==> src/rtl/fetch_pc_pipe.sv <==
// Fetch PC owner and F->D->X pipeline registers for the RISC-V front end.
// A one-cycle BOOT state primes the synchronous instruction memory after reset.
module fetch_pc_pipe #(
    parameter logic [31:0] RESET_PC = 32'h4000_0000,
    parameter logic [31:0] NOP      = 32'h0000_0013
) (
    input  logic        clk,
    input  logic        rst,
    input  logic [31:0] next_pc,
    input  logic        redirect,
    input  logic        stall,
    input  logic [31:0] imem_dout,
    output logic [31:0] imem_addr,
    output logic        imem_en,
    output logic [31:0] pc,
    output logic [31:0] pc_d,
    output logic [31:0] inst_d,
    output logic        valid_d,
    output logic [31:0] pc_x,
    output logic [31:0] inst_x,
    output logic        valid_x,
    output logic [31:0] inst_count
);
    typedef enum logic {BOOT, RUN} state_t;

    typedef struct packed {
        logic [31:0] pc;
        logic [31:0] inst;
        logic        valid;
    } stage_t;

    localparam stage_t BUBBLE = '{pc: 32'd0, inst: NOP, valid: 1'b0};

    state_t      state;
    logic [31:0] pc_q;
    stage_t      d_q, x_q;
    logic [31:0] count_q;

    // Stall re-reads the current PC so imem_dout stays paired with pc.
    always_comb begin
        imem_addr = next_pc;
        if (state == BOOT)   imem_addr = pc_q;
        else if (redirect)   imem_addr = next_pc;
        else if (stall)      imem_addr = pc_q;
    end

    always_ff @(posedge clk or posedge rst) begin
        if (rst) begin
            state   <= BOOT;
            pc_q    <= RESET_PC;
            d_q     <= BUBBLE;
            x_q     <= BUBBLE;
            count_q <= 32'd0;
        end else begin
            if (x_q.valid) count_q <= count_q + 32'd1;
            case (state)
                BOOT: begin
                    state <= RUN;
                    d_q   <= BUBBLE;
                    x_q   <= BUBBLE;
                end
                default: begin
                    if (redirect) begin
                        pc_q <= next_pc;
                        d_q  <= BUBBLE;
                        x_q  <= BUBBLE;
                    end else if (stall) begin
                        x_q  <= BUBBLE;
                    end else begin
                        pc_q <= next_pc;
                        d_q  <= '{pc: pc_q, inst: imem_dout, valid: 1'b1};
                        x_q  <= d_q;
                    end
                end
            endcase
        end
    end

    assign imem_en    = 1'b1;
    assign pc         = pc_q;
    assign pc_d       = d_q.pc;
    assign inst_d     = d_q.inst;
    assign valid_d    = d_q.valid;
    assign pc_x       = x_q.pc;
    assign inst_x     = x_q.inst;
    assign valid_x    = x_q.valid;
    assign inst_count = count_q;
endmodule

==> config.mk <==
export PLATFORM = sky130hd
export DESIGN_NAME = fetch_pc_pipe
export DESIGN_NICKNAME = d
export VERILOG_FILES = /design/src/rtl/fetch_pc_pipe.sv
export SDC_FILE = /design/constraint.sdc
export NUM_CORES = 1
export LEC_CHECK = 0
export BUFFER_PORTS_ARGS = -buffer_cell sky130_fd_sc_hd__buf_2
export CAP_MARGIN = 5
export CORE_ASPECT_RATIO = 1.5
export CORE_MARGIN = 1.5
export CORE_UTILIZATION = 48
export CTS_CLUSTER_DIAMETER = 40
export CTS_CLUSTER_SIZE = 12
export DETAILED_ROUTE_END_ITERATION = 8
export PLACE_DENSITY = 0.87
export SLEW_MARGIN = 20
export SYNTH_ARGS = -nofsm -noshare
export SYNTH_HDL_FRONTEND = slang
export SYNTH_SLANG_ARGS = --single-unit
==> constraint.sdc <==
create_clock -name clk -period 8.25 [get_ports clk]
set_input_delay 0.825 -clock clk [delete_from_list [all_inputs] [get_ports clk]]
set_output_delay 0.825 -clock clk [all_outputs]
set_load 0.01 [all_outputs]
### Word level (Yosys, flattened, before mapping)

Index checks and enable logic that the tools add are counted.

* input port bits: 68
* register bits after elaboration: 195
* output and inout bits: 227

* equality and inequality tests: 1
* add/subtract/negate cells: 1
* muxes and demuxes: 9

Operators by type and width (count)
* $mux W65: 6
* $mux W32: 3
* $add A32 B1 Y32 const B: 1
* $ne A3 B3 Y1 const B: 1

### Longest topological paths before layout

Gate-level depths: netlist of the first run.

* depth in word-level cells: 3
* gate-level depth with buffers: 5
* mapped depth without buffers: 5

### Worst setup path before layout of the first run

No wires, ideal clock.

* path type: input-to-output
* from: input port stall
* to: output port imem_addr[30]
* buffers on the path: 1
* arrival: 1753 ps
* stages on the path: 4
* setup slack: 5672 ps
* cells stage by stage: inv_1 -> o21ai_1 -> buf_2 -> mux2_2

* cells in the longest elaborated chain, start to end: 3

RTL lines
* start, declared: RTL line 11 `input logic stall,`
* $mux W32 (2 in series)
* $mux W32: RTL line 42 `if (state == BOOT) imem_addr = pc_q;`
* end, declared: RTL line 13 `output logic [31:0] imem_addr,`

Every way passes these cells.

### Worst setup path after layout of the first run

* from: input port stall
* to: output port imem_addr[24]

Same word-level chain as after synthesis.

==> flow_metrics.tcl, run 1 <==
set metrics [dict create \
    wl_per_cell_um 18.1 \
    critPathMaxFanout 66 \
    whs_ns 0.480 \
    postCtsSetupRepairBufs 0 \
    drc 0 \
    rows 54 \
    synth.distinct_cells 35 \
    endpoint_kind "output pin" \
    hold_start "inst_count[31]" \
    clk_pin_slew_ns 0.06 \
    reg2reg_from "state" \
    finalWirelength_mm 17.7 \
    num-fill-cells 1172 \
    critical_path_class "in -> out" \
    setup_ws_ns 4.51 \
    drive_gt1_frac 0.485 \
    fin_tns_setup_ns 0 \
    crit_path_frequent_cell "buf_2" \
    syn_avg_cell_area_um2 14.5 \
    multi_input_area_mm2 0.00204 \
    clkSinkCount 195 \
    slowest_delay_ns 0.95 \
    ys_seq_area_frac 0.695 \
    syn_area_mm2 0.00703 \
    vias 5165 \
    path_cells "buf_2, inv_2, o21ai_4, mux2_2, buf_2" \
    dieArea_mm2 0.0154 \
    grt_max_degree 118 \
    ys_ff_latch 195 \
    crit_slowest_cell "o21ai_4" \
    total_power_mw 2.01 \
    cts_root_buf "clkbuf_16" \
    finalHoldViolCount 0 \
    period_needed_ns 3.74 \
    num_io_pins 295 \
    dr.pass1.iters 4 \
    ff2ff_path_depth 4 \
    slew_violations 0 \
    stdcell_count 980 \
    clk_latency_ns 0.42 \
    coreArea_mm2 0.0145 \
    status "completed" \
    antenna_left 0 \
    cp.arrival_ns 2.92 \
    r2r_slack_ns 6.17 \
    finalSetupViolations 0 \
    cts_made_buffers 17 \
    hpwlAfterDp_mm 12.4 \
    die_x_um 102 \
    die_h_um 151 \
    hold_path.class "reg -> reg" \
    hold_path_depth 1 \
    tightest_slew_ns 1.02 \
    h-tree-depth 4 \
    ir_drop_mv 0.127 \
    dpl.cell_count 948 \
    via_per_inst 5.27 \
    cts_tree "done" \
    fin_crit_sh 0.454 \
    synth_cells 486 \
    yosys_most_used_dff "dfrtp_1" \
    grt_pass1_vias 5067 \
    worst_hold_path.endpoint "inst_count[31]" \
    leakagePower_nw 5.26 \
    cp-start-kind "primary input" \
    globalplace.congestion 0.830 \
    r2r_end "inst_d[5]" \
    syn_to_final_growth_pct 31.4 \
    initial_core_util 0.486 \
    first_iter_violations 170 \
    maxCapViolCount 0 \
    synthArstFlopShare 1.00 \
    cts.repair.resized 0 \
    synth-edff-count 0 \
    place_ws_ns 4.50 \
    p_per_area_mw_per_mm2 217 \
    clk_path_buf_depth 2 \
    slew_headroom 0.317 \
    yosys_warnings 0 \
    grt.overflow.total 0 \
    diodes 0 \
    antenna_found_initial 0 \
    grt_pass1_wl_mm 26.2 \
    fin_nets 840 \
    worst_ep_required_time_ns 7.42 \
    ctsHoldBuffers 0 \
    fin_skew_ns 0.00835 \
    seq_area_mm2 0.00489 \
    io_buffers 293 \
    rsz0062_at_grt "false" \
    fmax_ghz 0.267 \
    grt_use_total 0.224 \
]
==> cells in the mapped netlist (all sizes together), types with 3 or more instances <==
cell type	number	area share
a22o	61	0.076
and3	67	0.060
buf	5	0.0048
clkbuf	27	0.014
dfrtp	188	0.67
dfstp	7	0.026
inv	3	0.0016
mux2	33	0.053
nand2	13	0.0069
nand3	4	0.0028
nand4	17	0.018
nor2	9	0.0048
o22a	3	0.0037
or3	3	0.0027
xnor2	24	0.030
xor2	7	0.0087
==> cell families after synthesis <==
kind of cell	Yosys count	share of synthesized area
AO/OA/AOI/OAI	66	0.0815
buffers and inverters	35	0.0208
multiplexers	33	0.0528
AND/OR/NAND/NOR	124	0.109
other	1	0.000533
XOR/XNOR	31	0.0386
flip-flops	195	0.695
adder cells (fa/ha/maj)	1	0.00178
==> stage by stage <==
| stage | instance area [um2] | utilization |
|---|---|---|
| CTS | 9240 | 0.639 |
| detailed placement | 8680 | 0.601 |
| global route | 9240 | 0.639 |
| floorplan | 7040 | - |
| finish | 9240 | 0.639 |
| global placement | 8680 | 0.601 |
==> flip-flops by register name (all words and copies together), names as in the netlist <==
| register | cells |
|---|---|
| inst_count | 32 |
| inst_d | 32 |
| inst_x | 32 |
| pc | 32 |
| pc_d | 32 |
| pc_x | 32 |
| state | 1 |
| valid_d | 1 |
| valid_x | 1 |
==> worst max-delay path by stage <==
stage          startpoint       endpoint  slack (ns)
6_report            stall  imem_addr[24]        4.51
5_1_grt             stall  imem_addr[28]        4.31
4_1_cts             stall  imem_addr[24]        4.48
3_5_place_dp        stall  imem_addr[24]        4.50
3_3_place_gp        stall  imem_addr[30]        4.56
2_1_floorplan         rst  inst_count[0]        2.12
==> metal layers <==
layer,GRT usage,vias to the layer above,wire (um)
li1,-,2305,-
met1,0.276,2604,6990
met2,0.381,219,9280
met3,0.0466,37,936
met4,0.0945,0,524
met5,0,-,0
==> worst max-delay path: cells and delay by family <==
family	cells	cell delay (ns)
mux	1	0.43
buf+inv	3	0.68
compound gates	1	0.95
==> cell usage in the layout (no fill, tap or decap), types with 2 or more instances in the layout <==
cell,n
and2_1,2
buf_4,4
nand2_1,13
xnor2_1,24
dfrtp_1,188
clkinvlp_4,5
and3_1,66
inv_6,3
buf_2,293
mux2_2,33
clkbuf_16,17
conb_1,2
nor2_1,7
or3_1,3
o22a_1,3
xor2_1,7
nand3_1,4
dfstp_2,7
nor2_4,2
inv_8,3
nand4_1,15
clkbuf_1,2
a22o_1,61
clkbuf_8,2
==> layout make-up <==
type                    instances  area share
clock inverters                11      0.0103
well taps                     196      0.0265
clock buffers                  21      0.0498
inverters                       3     0.00203
multi-input cells             257       0.220
repair buffers                297       0.162
flip-flops and latches        195       0.529
==> power breakdown <==
part	leakage, nW	switching (mW)	internal (mW)
registers	2.61	0.0353	0.997
clock network	0.257	0.363	0.410
logic	2.39	0.115	0.0855
(Power assumes the default switching activity.)
==> run 2: changes to the inputs <==
--- a/config.mk
+++ b/config.mk
@@ -5,15 +5,16 @@
 export SDC_FILE = /design/constraint.sdc
 export NUM_CORES = 1
 export LEC_CHECK = 0
+export ABC_AREA = 1
 export BUFFER_PORTS_ARGS = -buffer_cell sky130_fd_sc_hd__buf_2
 export CAP_MARGIN = 5
 export CORE_ASPECT_RATIO = 1.5
 export CORE_MARGIN = 1.5
-export CORE_UTILIZATION = 48
+export CORE_UTILIZATION = 44
 export CTS_CLUSTER_DIAMETER = 40
 export CTS_CLUSTER_SIZE = 12
 export DETAILED_ROUTE_END_ITERATION = 8
-export PLACE_DENSITY = 0.87
+export PLACE_DENSITY = 0.83
 export SLEW_MARGIN = 20
 export SYNTH_ARGS = -nofsm -noshare
 export SYNTH_HDL_FRONTEND = slang
==> constraint.sdc (replaced) <==
create_clock -name clk -period 3.3 [get_ports clk]
set_input_delay 0.33 -clock clk [delete_from_list [all_inputs] [get_ports clk]]
set_output_delay 0.33 -clock clk [all_outputs]
set_load 0.01 [all_outputs]
==> run 2 against run 1 <==
Net effect: core utilization decreased by 5.3 points; routed wire length up 10%; sequential share of layout area down 3.3 points; synthesized cell count up 51%; non-clock buffer count rose by 4; sequential power increased by 150%; final cell count is 28% higher; critical path depth fell by 2; critical endpoint unchanged; largest cell class unchanged.
==> flow_metrics.tcl, run 2 <==
set metrics [dict create \
    status "completed" \
    cp-start-kind "flop" \
    io_buffers 293 \
    fmax_ghz 0.412 \
    yosys_warnings 0 \
    hold_path_depth 3 \
    r2r_end "inst_d[0]" \
    die_x_um 110 \
    antenna_left 0 \
    tightest_slew_ns 0.915 \
    clk_path_buf_depth 2 \
    dieArea_mm2 0.0181 \
    clk_latency_ns 0.43 \
    antenna_found_initial 1 \
    p_comb_frac 0.100 \
    yosys-top-cells-count "dfrtp_1, nand2_1, nor2_1" \
    period_needed_ns 2.43 \
    first_iter_violations 409 \
    synth-edff-count 0 \
    layout_commonest_cell "buf_2" \
    leakagePower_nw 5.31 \
    hold_start "imem_dout[14]" \
    vias 6060 \
    clkSinkCount 195 \
    clk_pin_slew_ns 0.08 \
    switchingPower_mw 1.38 \
    grt_use_total 0.221 \
    initial_core_util 0.451 \
    synth_top_area_cell "dfrtp_1" \
    maxCapViolCount 0 \
    yosys_most_used_dff "dfrtp_1" \
    h-tree-depth 4 \
    critical_path_class "reg -> out" \
    syn_to_final_growth_pct 29.9 \
    ys_ff_latch 195 \
    finalHoldViolCount 0 \
    grt_pass1_wl_mm 30.0 \
    r2r_slack_ns 1.56 \
    cts_tree "done" \
    p_clk_frac 0.411 \
    p_per_area_mw_per_mm2 530 \
    swShare 0.265 \
    num_io_pins 295 \
    drive_gt1_frac 0.369 \
    syn_area_mm2 0.00759 \
    coreArea_mm2 0.0168 \
    fin_nets 1101 \
    ff2ff_path_depth 6 \
    hpwlAfterDp_mm 14.2 \
    globalplace.congestion 0.829 \
    p_seq_frac 0.489 \
    worst_ep_required_time_ns 2.97 \
    die_h_um 164 \
    stdcell_count 1256 \
    synth.distinct_cells 33 \
    reg2reg_from "state" \
    cts_root_buf "clkbuf_16" \
    synthArstFlopShare 1.00 \
    via_per_inst 4.82 \
    yosysMostFrequentCell "dfrtp_1" \
    yosys-top-cells-area "dfrtp_1, nand2_1, nor2_1, inv_1, o21ai_0" \
    p_int_mw 3.85 \
    syn_avg_cell_area_um2 10.3 \
    finalWirelength_mm 19.5 \
    slew_headroom 0.388 \
    rsz0062_at_grt "false" \
    critPathMaxFanout 51 \
    fin_skew_ns 0.0108 \
    cp.arrival_ns 2.10 \
    fin_crit_sh 0.736 \
    rows 58 \
    total_power_mw 5.23 \
    cts_made_buffers 17 \
    postCtsSetupRepairBufs 0 \
    ir_drop_mv 0.373 \
    worst_hold_path.endpoint "inst_d[14]" \
    synth_top_area_frac 0.620 \
    drc 0 \
    hold_path.class "in -> reg" \
    dpl.cell_count 1222 \
    layout_common_cells "buf_2, dfrtp_1, nand2_1, nor2_1, inv_1" \
    grt.overflow.total 0 \
    finalSetupViolations 0 \
    endpoint_kind "output pin" \
    dr.pass1.iters 4 \
    final_util 0.586 \
    ys_seq_area_frac 0.644 \
    grt_max_degree 79 \
    fin_tns_setup_ns 0 \
    slew_violations 0 \
    grt_pass1_vias 6052 \
    wl_per_cell_um 15.5 \
    synth_cells 736 \
]
==> run 2: worst max path at each step <==
stage | startpoint | to | depth (start not counted)
global placement | redirect | imem_addr[26] | 6
global route | state | imem_addr[24] | 3
floorplan | rst | inst_count[0] | 1
detailed placement | stall | imem_addr[30] | 5
finish | state | imem_addr[24] | 3
CTS | state | imem_addr[30] | 3
==> run 2: final cells by class <==
type / count / area, um2
fill: 1462 / 6970
sequential: 195 / 4890
multi-input combinational: 410 / 2110
timing repair buffer: 301 / 1570
clock buffer: 18 / 429
inverter: 107 / 405
tap: 210 / 263
clock inverter: 14 / 193
antenna: 1 / 2.50
==> run 2: worst max-delay path: stages (launching register included) <==
cell     delay, ns
dfrtp_1       0.41
nand2_2       0.68
mux2_2        0.43
buf_2         0.14
==> run 2: what timing repair did <==
item	4_1_cts	5_1_grt
gates resized for setup	0	0
hold endpoints to repair	11	0
hold buffers	1	0
==> run 2: metrics by stage <==
stage | setup WS [ns] | hold slack [ns] | instance area (um2)
2_1_floorplan | 0.457 | 0.403 | 7600
3_3_place_gp | 1.16 | 0.326 | 9230
3_5_place_dp | 1.14 | 0.330 | 9230
4_1_cts | 0.845 | 0.0851 | 9860
5_1_grt | 0.734 | 0.0986 | 9860
6_report | 0.871 | 0.103 | 9860
==> run 2: cells by family after synthesis <==
| group | after synthesis | share of synthesized area |
|---|---|---|
| simple gates | 294 | 0.171 |
| xor+xnor | 16 | 0.0194 |
| buf+inv | 132 | 0.0781 |
| mux | 13 | 0.0193 |
| other cells | 1 | 0.000494 |
| fa+ha+maj | 1 | 0.00165 |
| flops | 195 | 0.644 |
| compound gates | 84 | 0.0659 |
==> run 2: routing by layer <==
layer | GRT usage | routed length [um] | vias to the layer above
met4 | 0.111 | 673 | 0
met3 | 0.0587 | 1290 | 47
met1 | 0.246 | 7300 | 2912
met5 | 0 | 0 | -
met2 | 0.382 | 10200 | 245
li1 | - | - | 2856
==> run 2: power groups by stage <==
| stage | Combinational [mW] | Sequential [mW] | Clock [mW] |
|---|---|---|---|
| after floorplan | 0.236 | 2.64 | 0 |
| after global placement | 0.519 | 2.60 | 0 |
| after detailed placement | 0.531 | 2.60 | 0 |
| after CTS | 0.534 | 2.56 | 2.19 |
| after global routing | 0.580 | 2.57 | 2.28 |
| final | 0.525 | 2.56 | 2.15 |
==> run 3: changes to the inputs <==
==> constraint.sdc (replaced) <==
create_clock -name clk -period 2.2 [get_ports clk]
set_input_delay 0.22 -clock clk [delete_from_list [all_inputs] [get_ports clk]]
set_output_delay 0.22 -clock clk [all_outputs]
set_load 0.01 [all_outputs]
==> run 3 against run 2 <==
Net effect: die area unchanged; combinational power up 55%; final cell count up 1.1%; largest cell class unchanged; highest routed layer unchanged.
==> flow_metrics.tcl, run 3 (synthesized netlist as in run 2, its figures left out) <==
set metrics [dict create \
    worst_ep_required_time_ns 1.98 \
    final_util 0.597 \
    hold_start "imem_dout[15]" \
    h-tree-depth 4 \
    antenna_found_initial 1 \
    clkSinkCount 195 \
    die_h_um 164 \
    finalWirelength_mm 20.1 \
    layout_commonest_cell "buf_2" \
    layout_common_cells "buf_2, dfrtp_1, nand2_1, nor2_1, inv_1" \
    ff2ff_path_depth 8 \
    hold_path_depth 3 \
    multi_input_area_mm2 0.00211 \
    cp.arrival_ns 1.82 \
    ir_drop_mv 0.516 \
    status "completed" \
    period_needed_ns 2.04 \
    grt_pass1_vias 6092 \
    io_buffers 293 \
    vias 6141 \
    dieArea_mm2 0.0181 \
    fin_crit_sh 0.929 \
    endpoint_kind "output pin" \
    hold_path.class "in -> reg" \
    worst_hold_path.endpoint "inst_d[15]" \
    cp-start-kind "flop" \
    grt_use_total 0.226 \
    crit_slowest_cell "dfrtp_1" \
    drive_gt1_frac 0.366 \
    path_cells "nand2_2, buf_12, nor2_1, a21oi_1, buf_2" \
    slew_headroom 0.558 \
    cts_made_buffers 17 \
    grt.overflow.total 0 \
    rsz0062_at_grt "false" \
    hpwlAfterDp_mm 14.3 \
    slew_violations 0 \
    clk_pin_slew_ns 0.07 \
    seq_area_mm2 0.00489 \
    initial_core_util 0.451 \
    maxCapViolCount 0 \
    reg2reg_from "inst_count[0]" \
    num_io_pins 295 \
    die_x_um 110 \
    cts_tree "done" \
    syn_to_final_growth_pct 32.4 \
    slowest_delay_ns 0.41 \
    fmax_ghz 0.489 \
    wl_per_cell_um 15.9 \
    p_per_area_mw_per_mm2 802 \
    num-fill-cells 1414 \
    globalplace.congestion 0.839 \
    rows 58 \
    total_power_mw 8.06 \
    dr.pass1.iters 5 \
    fin_skew_ns 0.00987 \
    leakagePower_nw 5.40 \
    grt_max_degree 84 \
    first_iter_violations 407 \
    tightest_slew_ns 0.663 \
    drc 0 \
    cts_root_buf "clkbuf_16" \
    finalHoldViolCount 0 \
    fin_nets 1115 \
    r2r_end "inst_count[26]" \
    r2r_slack_ns 0.70 \
    finalSetupViolations 0 \
    critPathMaxFanout 38 \
    coreArea_mm2 0.0168 \
    antenna_left 0 \
    grt_pass1_wl_mm 30.7 \
    fin_tns_setup_ns 0 \
    clk_latency_ns 0.42 \
    whs_ns 0.0271 \
    clk_path_buf_depth 2 \
    via_per_inst 4.84 \
    critical_path_class "reg -> out" \
]
## run 3: area by class of cell
type,count,area share
Sequential cell,195,0.486
Multi-Input combinational cell,410,0.210
Timing Repair Buffer,315,0.171
Clock buffer,19,0.0441
Inverter,107,0.0406
Tap cell,210,0.0261
Clock inverter,13,0.0214
Antenna cell,1,0.000249
## run 3: worst max-delay path by stage
stage	from	end
finish	state	imem_addr[12]
global route	state	imem_addr[31]
CTS	state	imem_addr[12]
detailed placement	stall	pc_d[26]
global placement	stall	inst_d[13]
floorplan	rst	inst_count[0]
## run 3: power by group
group,internal (mW),switching (mW)
Combinational,0.318,0.495
Clock,1.99,1.43
Sequential,3.73,0.105
Total,6.03,2.03
## run 3: layer usage
| layer | vias up | track usage | share of wire |
|---|---|---|---|
| li1 | 2882 | - | - |
| met3 | 46 | 0.0587 | 0.062 |
| met5 | - | 0 | 0 |
| met1 | 2959 | 0.254 | 0.38 |
| met2 | 254 | 0.389 | 0.52 |
| met4 | 0 | 0.112 | 0.035 |
## run 3: repair_timing
| action | CTS | global route |
|---|---|---|
| buffers inserted | 0 | 0 |
| hold buffers | 13 | 0 |
| gates resized for setup | 0 | 1 |
| endpoints found under the setup margin | 0 | 27 |
| endpoints found under the hold margin | 30 | 0 |
## run 3: worst max-delay path: cells and delay by family, from the launching register on
kind	cells	cell delay (ns)
buffers and inverters	2	0.43
flip-flops	1	0.41
AND/OR/NAND/NOR	2	0.37
AO/OA/AOI/OAI	1	0.17
## run 3: stage by stage
stage / std cells / setup WS (ns) / cell area, um2
floorplan: 737 / -0.533 / 7600
global placement: 1224 / 0.504 / 9260
detailed placement: 1224 / 0.363 / 9260
CTS: 1269 / 0.119 / 10000
global route: 1270 / 0.0268 / 10000
finish: 1270 / 0.156 / 10000
